**src/rtl/pipelined_adder.sv**
```systemverilog
// -----------------------------------------------------------------------------
// pipelined_adder
//   Parametrised add/subtract unit with the carry chain split into STAGES
//   register stages, each resolving CHUNK = WIDTH/STAGES bits. Valid/ready
//   handshake on both sides; one beat per cycle; latency STAGES cycles.
//
// Ports
//   clk        clock, rising edge
//   rst        asynchronous active-high reset
//   in_valid   operand beat present
//   in_ready   block accepts a beat this cycle
//   a, b       operands (WIDTH)
//   cin        carry-in for add (ignored when sub=1)
//   sub        1: a-b, 0: a+b+cin
//   out_valid  result beat present
//   out_ready  consumer accepts the result
//   sum        result (WIDTH)
//   cout       carry out of the MSB (subtract: 1 = no borrow)
//   ovf        signed two's-complement overflow
//
// Optional build macro
//   PIPELINED_ADDER_SAT_EN  saturate sum on signed overflow in the final stage
// -----------------------------------------------------------------------------
module pipelined_adder #(
    parameter int unsigned WIDTH  = 16,
    parameter int unsigned STAGES = 4
) (
    input  logic             clk,
    input  logic             rst,
    input  logic             in_valid,
    output logic             in_ready,
    input  logic [WIDTH-1:0] a,
    input  logic [WIDTH-1:0] b,
    input  logic             cin,
    input  logic             sub,
    output logic             out_valid,
    input  logic             out_ready,
    output logic [WIDTH-1:0] sum,
    output logic             cout,
    output logic             ovf
);

    localparam int unsigned CHUNK = WIDTH / STAGES;

    // Single global advance: the whole pipe moves or the whole pipe holds.
    logic advance;

    // Inputs seen by each stage: entry logic for stage 0, previous stage
    // registers for the rest.
    logic             st_v   [STAGES];
    logic [WIDTH-1:0] st_a   [STAGES];
    logic [WIDTH-1:0] st_bx  [STAGES];
    logic [WIDTH-1:0] st_sum [STAGES];
    logic             st_c   [STAGES];

    assign advance  = out_ready | ~out_valid;
    assign in_ready = advance;

    // Subtract is a + ~b + 1.
    assign st_v[0]   = in_valid & advance;
    assign st_a[0]   = a;
    assign st_bx[0]  = sub ? ~b : b;
    assign st_c[0]   = sub | cin;
    assign st_sum[0] = '0;

    for (genvar k = 0; k < STAGES; k++) begin : g_stage
        localparam int unsigned LO = k * CHUNK;

        logic [CHUNK:0]   chunk_res;
        logic [WIDTH-1:0] sum_d;

        always_comb begin
            chunk_res = {1'b0, st_a[k][LO +: CHUNK]}
                      + {1'b0, st_bx[k][LO +: CHUNK]}
                      + {{CHUNK{1'b0}}, st_c[k]};
            sum_d = st_sum[k];
            sum_d[LO +: CHUNK] = chunk_res[CHUNK-1:0];
        end

        if (k < STAGES - 1) begin : g_mid
            logic             valid_q;
            logic             carry_q;
            logic [WIDTH-1:0] a_q;
            logic [WIDTH-1:0] bx_q;
            logic [WIDTH-1:0] sum_q;

            // Data only loads with a real beat; a held bubble keeps old data.
            always_ff @(posedge clk or posedge rst) begin
                if (rst) begin
                    valid_q <= 1'b0;
                    carry_q <= 1'b0;
                    a_q     <= '0;
                    bx_q    <= '0;
                    sum_q   <= '0;
                end else if (advance) begin
                    valid_q <= st_v[k];
                    if (st_v[k]) begin
                        carry_q <= chunk_res[CHUNK];
                        a_q     <= st_a[k];
                        bx_q    <= st_bx[k];
                        sum_q   <= sum_d;
                    end
                end
            end

            assign st_v[k+1]   = valid_q;
            assign st_c[k+1]   = carry_q;
            assign st_a[k+1]   = a_q;
            assign st_bx[k+1]  = bx_q;
            assign st_sum[k+1] = sum_q;
        end else begin : g_last
            logic             ovf_d;
            logic [WIDTH-1:0] res_d;
            logic             valid_q;
            logic             cout_q;
            logic             ovf_q;
            logic [WIDTH-1:0] sum_q;

            always_comb begin
                ovf_d = (st_a[k][WIDTH-1] == st_bx[k][WIDTH-1])
                      & (sum_d[WIDTH-1] != st_a[k][WIDTH-1]);
`ifdef PIPELINED_ADDER_SAT_EN
                if (ovf_d) begin
                    res_d = st_a[k][WIDTH-1] ? {1'b1, {(WIDTH-1){1'b0}}}
                                             : {1'b0, {(WIDTH-1){1'b1}}};
                end else begin
                    res_d = sum_d;
                end
`else
                res_d = sum_d;
`endif
            end

            // Outputs only change on a real beat, so they are stable under stall.
            always_ff @(posedge clk or posedge rst) begin
                if (rst) begin
                    valid_q <= 1'b0;
                    cout_q  <= 1'b0;
                    ovf_q   <= 1'b0;
                    sum_q   <= '0;
                end else if (advance) begin
                    valid_q <= st_v[k];
                    if (st_v[k]) begin
                        cout_q <= chunk_res[CHUNK];
                        ovf_q  <= ovf_d;
                        sum_q  <= res_d;
                    end
                end
            end

            assign out_valid = valid_q;
            assign cout      = cout_q;
            assign ovf       = ovf_q;
            assign sum       = sum_q;
        end
    end

endmodule
```
**config.mk**
```make
export PLATFORM = sky130hd
export DESIGN_NAME = pipelined_adder
export DESIGN_NICKNAME = d
export VERILOG_FILES = /design/src/rtl/pipelined_adder.sv
export SDC_FILE = /design/constraint.sdc
export NUM_CORES = 1
export LEC_CHECK = 0
export ABC_AREA = 1
export CORE_UTILIZATION = 57
export DETAILED_ROUTE_END_ITERATION = 12
export PLACE_DENSITY_LB_ADDON = 0.1
export SKIP_CTS_REPAIR_TIMING = 1
export SLEW_MARGIN = 20
export SYNTH_ARGS = -nofsm -noshare
export SYNTH_HDL_FRONTEND = slang
export SYNTH_SLANG_ARGS = --single-unit
```
**constraint.sdc**
```tcl
create_clock -name clk -period 4.6 [get_ports clk]
set_input_delay 0.92 -clock clk [delete_from_list [all_inputs] [get_ports clk]]
set_output_delay 0.92 -clock clk [all_outputs]
set_load 0.02 [all_outputs]
```
==> metrics.md, run 1 <==
| Metric | Value |
|---|---|
| Die X | between 80 and 90 um |
| Layout cell share with drive strength beyond 1 | about 5.5% |
| Rel. slew slack | a little over two fifths |
| Worst slack, placed | around 1.5 ns |
| Post-route ant nets | 0 |
| Internal power | 1900 uW |
| Status | finished, final reports clean |
| Final worst path period share | 67.2% |
| Most common cell after layout, fill and taps aside | nand2_1 |
| CP Launch Point | out_ready |
| Library cells used by synthesis | 23 |
| DR iter-0 viols | 118 |
| Routed wire length | around 7.6 mm |
| Clk network pwr share | 15.9% |
| Root Driver | clkbuf_8 |
| CP Buf/Inv Count | 3 |
| Clk Latency, worst-skew pair | 0.36 ns |
| CTS Sinks | between 90 and 100 |
| CP most frequent cell | clkdlybuf4s50_1 |
| Critical path depth | 4 |
| Comb power frac | between 30% and 40% |
| Hold Crit Class | reg2reg |
| 1st-pass router iterations | 4 |
| Fin nets | about 580 |
| Routability congestion estimate | just over 0.8 |
| Worst VDD drop | around 0.21 mV |
| Max Fclk | approximately 0.32 GHz |
| Num rows | 31 |
| Hold Vio Cnt, Final | 0 |
| YS warnings | 0 |
| CTS tree | built |
| Average routed wire per standard cell | 12.0 um |
| Data arrival, critical path | between 2 and 2.5 ns |
| Unrepaired setup endpoints after global routing | false |
| Critical-path cell list | clkdlybuf4s50_1 > inv_1 > nand2_4 > clkdlybuf4s50_1 |
| Commonest cells after routing, fill and taps aside | nand2_1, dfrtp_1, clkdlybuf4s50_1, o21ai_0, inv_1 |
| Vias in the first global route | a little under 3k |
| Worst R2R Path Depth | 4 |
| Vias per Instance | 4.94 |
| Antenna diode count | 0 |
| Max-slew violations | 0 |
| CP endpoint kind | output pin |
| Clock skew | about 0.008 ns |
| Cell Pwr Density | 602 mW/mm2 |
| Initial antenna violation count | 0 |
| Slowest stage delay, CP | a little over 0.6 ns |
| FF-to-FF Start | out_valid |
| Setup crit end | in_ready |
| Worst EP required | around 3.7 ns |
| Slowest CP cell | clkdlybuf4s50_1 |
| Detailed placement HPWL | ~5.4 mm |
| Area growth syn-to-layout | 17.8% |
| Net Sw Frac | between 30% and 40% |
| IO buf count | 57 |
| CTS clk-pin slew, worst paths | 0.08 ns |
| Crit Path Class | in2out |
| GRT Total Usage | approximately 21% |
| H-tree depth | 3 |
| Remaining global-route overflow | 0 |
| Core area | about 0.0073 mm2 |
| Io pins | 58 |
| Die height | approximately 90 um |
| Setup WS post-layout | 1.51 ns |
| Initial Util | roughly three fifths |
| Max Cap Viol | 0 |
| Worst Tran Pin Value | approximately 0.84 ns |
| Syn nets | approximately 530 |
| Seq cells post-synth | 97 |
| Total CTS buffers | 9 |
| Setup crit start kind | primary input |
| Post-Syn Area | about 0.0044 mm2 |
| Psw | roughly 1200 uW |
| Max clock buf depth | 2 |
| Min cycle time layout | 3.09 ns |
| Post-synthesis cell count | 470 |
| Final setup vio count | 0 |
| Sequential cell area fraction in the yosys report | approximately 56% |
| Avg Inst Size Synth | a little over 9 um2 |
| RR Endpoint | g_stage[0].g_mid.a_q[12] |
| Via count | slightly above 3k |
| Crit path max fanout | 8 |
| Largest net degree at the start of global routing | 41 |
| Reg2Reg Setup Slack | 2.60 ns |
| Static leakage | 0.00253 uW |
| DIE AREA | ~0.0080 mm2 |
| # DRC | 0 |
| Setup TNS | 0 ns |
| Flop pwr share | between 40 and 50% |
| CP top delay family | buffers and inverters |
| First-pass GRT wire length | roughly 13 mm |
==> layer usage <==
metal	routed length, um	vias to the layer above	part of all wire, %	GRT usage (%)
li1	-	1579	-	-
met1	3670	1433	49	28.3
met2	3460	75	46	34.6
met3	282	12	3.7	4.25
met4	136	0	1.8	9.67
met5	0	-	0	0
==> worst min path at each step <==
stage | startpoint | to | slack, ns | depth (start not counted)
final | g_stage[1].g_mid.bx_q[15] | g_stage[2].g_mid.bx_q[15] | 0.47 | 2
after global routing | g_stage[0].g_mid.bx_q[10] | g_stage[1].g_mid.bx_q[10] | 0.49 | 2
after detailed placement | g_stage[1].g_mid.bx_q[15] | g_stage[2].g_mid.bx_q[15] | 0.46 | 2
after CTS | g_stage[1].g_mid.bx_q[15] | g_stage[2].g_mid.bx_q[15] | 0.48 | 2
after global placement | g_stage[0].g_mid.bx_q[10] | g_stage[1].g_mid.bx_q[10] | 0.46 | 2
after floorplan | g_stage[0].g_mid.a_q[10] | g_stage[1].g_mid.a_q[10] | 0.44 | 2
==> power by group through the flow <==
stage / registers, uW / logic, uW / clock network [uW]
final: 1390 / 1210 / 491
after CTS: 1390 / 1220 / 505
after global placement: 1390 / 1160 / 0
after global routing: 1430 / 1390 / 538
after floorplan: 1450 / 802 / 0
after detailed placement: 1400 / 1220 / 0
==> registers in the layout (all words and copies together), names as in the netlist <==
register and count:
g_stage.g_mid.sum_q 24, cout 1, g_stage.g_mid.bx_q 24, sum 16, g_stage.g_mid.valid_q 3, g_stage.g_mid.a_q 24
ovf 1, out_valid 1, g_stage.g_mid.carry_q 3
==> worst register-to-register path, delay by kind of cell, from the launching register on <==
family | cells | cell delay, ns
buffers and inverters | 1 | 0.68
and+or+nand+nor | 2 | 0.54
AOI/OAI and AO/OA | 1 | 0.21
DFF | 1 | 0.42
==> cell usage after synthesis <==
library cell / number / area (um2)
or2_2: 2 / 12.5
nor2_1: 6 / 22.5
nand2_1: 188 / 706
nand2_4: 2 / 22.5
xnor2_1: 15 / 131
nor2_8: 1 / 20.0
o21ai_0: 49 / 245
buf_6: 3 / 33.8
ha_1: 12 / 150
fa_1: 8 / 160
o21ai_1: 1 / 5.00
inv_2: 4 / 15.0
a21oi_1: 8 / 40.0
dfrtp_1: 97 / 2430
nand3_1: 20 / 100
buf_2: 10 / 50.1
xor2_1: 5 / 43.8
inv_1: 30 / 113
nor3_1: 2 / 10.0
nand2_2: 1 / 6.26
o21ai_2: 1 / 8.76
clkbuf_1: 1 / 3.75
buf_4: 4 / 30.0
==> logic make-up after synthesis <==
logic type | after synthesis | share of synthesized area [%]
DFF | 97 | 55.7
AOI/OAI and AO/OA | 59 | 6.86
buffers and inverters | 52 | 5.63
adders and majority gates | 20 | 7.12
xor gates and xnor gates | 20 | 4.02
and+or+nand+nor | 222 | 20.6
==> stage by stage <==
step / cell area (um2) / total power, uW / util, % / hold WS [ns] / std cells
after floorplan: 4360 / 2250 / - / 0.442 / 470
after global placement: 4960 / 2550 / 67.6 / 0.457 / 611
after detailed placement: 4960 / 2620 / 67.6 / 0.459 / 611
after CTS: 5130 / 3110 / 70.0 / 0.479 / 627
after global routing: 5130 / 3360 / 70.0 / 0.493 / 627
final: 5130 / 3090 / 70.0 / 0.474 / 627
==> area by class of cell <==
type / count / area [um2]
inverters: 34 / 129
clock inverters: 4 / 28.8
well taps: 99 / 124
fillers: 576 / 2200
flip-flops and latches: 97 / 2430
repair buffers: 60 / 593
clock buffers: 12 / 145
multi-input cells: 321 / 1680
Note: power is estimated with default switching activity, not from simulation.
==> run 2: changes to the inputs <==
- CORE_UTILIZATION: 57 -> 49
- clock period: 4.6 -> 2.6 ns (I/O delays scaled with it)
==> metrics.md, run 2 (synthesis results as in run 1) <==
| Metric | Value |
|---|---|
| Clock skew | 0.0108 ns (+0.00263 ns) |
| Area growth syn-to-layout | 19.6% |
| Static leakage | 0.00256 uW (+1.3%) |
| # DRC | 0 (unchanged) |
| Num rows | 34 (+9.7%) |
| Rel. slew slack | 59.8% (+16 points) |
| Layout cell share with drive strength beyond 1 | 6.21% (+0.72 points) |
| Total CTS buffers | 9 (unchanged) |
| GRT Total Usage | 18.9% (-2.5 points) |
| First-pass GRT wire length | 13.2 mm (+3.4%) |
| Hold Crit Class | reg2reg |
| Setup WS post-layout | 0.317 ns (-1.19 ns) |
| Initial Util | 50.2% (-9.2 points) |
| Vias per Instance | 4.72 (-4.6%) |
| Layout fillers | 801 (+39%) |
| Cell Pwr Density | 1080 mW/mm2 (+79%) |
| Root Driver | clkbuf_8 |
| Setup TNS | 0 ns (unchanged) |
| Worst slack, placed | -0.0483 ns (-1.52 ns) |
| Hold_ws | 0.476 ns (+0.00155 ns) |
| H-tree depth | 3 (unchanged) |
| Worst VDD drop | 0.388 mV (+87%) |
| Worst EP required | 2.08 ns (-1.60 ns) |
| Setup crit start kind | primary input |
| Most common cell after layout, fill and taps aside | nand2_1 |
| Crit Path Class | in2out |
| Min cycle time layout | between 2 and 2.5 ns |
| Largest regs | g_stage.g_mid.a_q (24), g_stage.g_mid.bx_q (24), g_stage.g_mid.sum_q (24) |
| Max-slew violations | 0 (unchanged) |
| CTS Sinks | 97 (unchanged) |
| Routability congestion estimate | 0.826 (+0.54%) |
| 1st-pass router iterations | 4 (unchanged) |
| Commonest cells after routing, fill and taps aside | nand2_1, dfrtp_1, clkdlybuf4s50_1, o21ai_0, inv_1 |
| Hold Vio Cnt, Final | 0 (unchanged) |
| Crit path max fanout | 8 (unchanged) |
| DIE AREA | 0.00927 mm2 (+16%) |
| CTS tree | built |
| Status | finished, final reports clean |
| Detailed placement HPWL | 5.56 mm (+2.5%) |
| Die height | 96.3 um (+7.7%) |
| Unrepaired setup endpoints after global routing | false |
| Post-layout util | 60.0% (-9.9 points) |
| CTS clk-pin slew, worst paths | 0.09 ns (about the same) |
| CP endpoint kind | output pin |
| Max Fclk | 0.438 GHz |
| Max Cap Viol | 0 (unchanged) |
| Clk Latency, worst-skew pair | 0.36 ns (about the same) |
| Data arrival, critical path | 1.76 ns (-0.41 ns) |
| Vias in the first global route | 3021 (+4.8%) |
| Final worst path period share | between 80 and 90% |
| IO buf count | 57 (unchanged) |
| Via count | 3014 (-2.7%) |
| Final setup vio count | 0 (unchanged) |
| Worst Tran Pin Value | 0.603 ns (-0.235 ns) |
| Io pins | 58 (unchanged) |
| Register area | 0.00243 mm2 (unchanged) |
| DR iter-0 viols | 115 (-2.5%) |
| Core area | 0.00868 mm2 (+18%) |
| Fin nets | 584 (+0.52%) |
| Largest net degree at the start of global routing | 40 (-2.4%) |
| Average routed wire per standard cell | 12.0 um (-0.14%) |
| Area of the multi-input gates | 0.00168 mm2 (unchanged) |
| Remaining global-route overflow | 0 (unchanged) |
| Routed wire length | 7.69 mm (+1.8%) |
| Max clock buf depth | 2 (unchanged) |
| Initial antenna violation count | 0 (unchanged) |
| Antenna diode count | 0 (unchanged) |
| Post-route ant nets | 0 (unchanged) |
| Die X | 96.3 um (+7.7%) |
==> run 2: changes by cell type in the layout (fill, tap and decap cells not counted), sizes merged <==
cell,previous run,this run
buf,3,6
bufinv,0,1
clkbuf,12,11
clkinv,3,2
inv,33,34
==> run 2: final timing paths <==
check / endpoint / slack, ns / depth (start not counted) / from
setup / recovery: in_ready / 0.32 / 4 / out_ready
hold / removal: g_stage[1].g_mid.a_q[15] / 0.48 / 2 / g_stage[0].g_mid.a_q[15]
setup reg to reg: g_stage[1].g_mid.carry_q / 0.83 / 6 / g_stage[0].g_mid.carry_q
hold reg to reg: g_stage[1].g_mid.a_q[15] / 0.48 / 2 / g_stage[0].g_mid.a_q[15]
max in group asynchronous: g_stage[0].g_mid.bx_q[5] / 1.35 / 3 / rst
min in group asynchronous: g_stage[2].g_mid.sum_q[4] / 0.57 / 2 / rst
==> run 2: metrics by stage <==
stage / instances / instance area (um2) / total power, uW
6_report: 639 / 5210 / 5600
5_1_grt: 639 / 5210 / 6100
4_1_cts: 639 / 5210 / 5670
3_5_place_dp: 623 / 5010 / 4650
3_3_place_gp: 623 / 5010 / 4560
2_1_floorplan: 470 / 4360 / 3990
==> run 2: final cells by class <==
type / instances / area share (%)
Clock buffer: 11 / 2.71
Multi-Input combinational cell: 321 / 32.3
Sequential cell: 97 / 46.6
Tap cell: 108 / 2.59
Clock inverter: 5 / 1.22
Inverter: 34 / 2.52
Timing Repair Buffer: 63 / 12.1
==> run 2: power breakdown <==
group          switching, uW  internal [uW]  total, uW
Sequential               332           2110       2450
Clock                    522            479       1000
Combinational           1260            898       2160
Total                   2110           3490       5600
==> run 2: critical path, cell delays in order <==
cell             delay (ns)
clkdlybuf4s50_1        0.46
inv_1                  0.06
nand2_4                0.11
clkdlybuf4s50_1        0.62
==> run 2: layer usage <==
layer	routed length (um)	track usage, %	part of all wire [%]	vias to the layer above
met5	0	0	0	-
met4	105	8.82	1.4	0
met3	279	3.48	3.6	11
met2	3440	30.2	45	69
met1	3860	25.1	50	1351
li1	-	-	-	1583
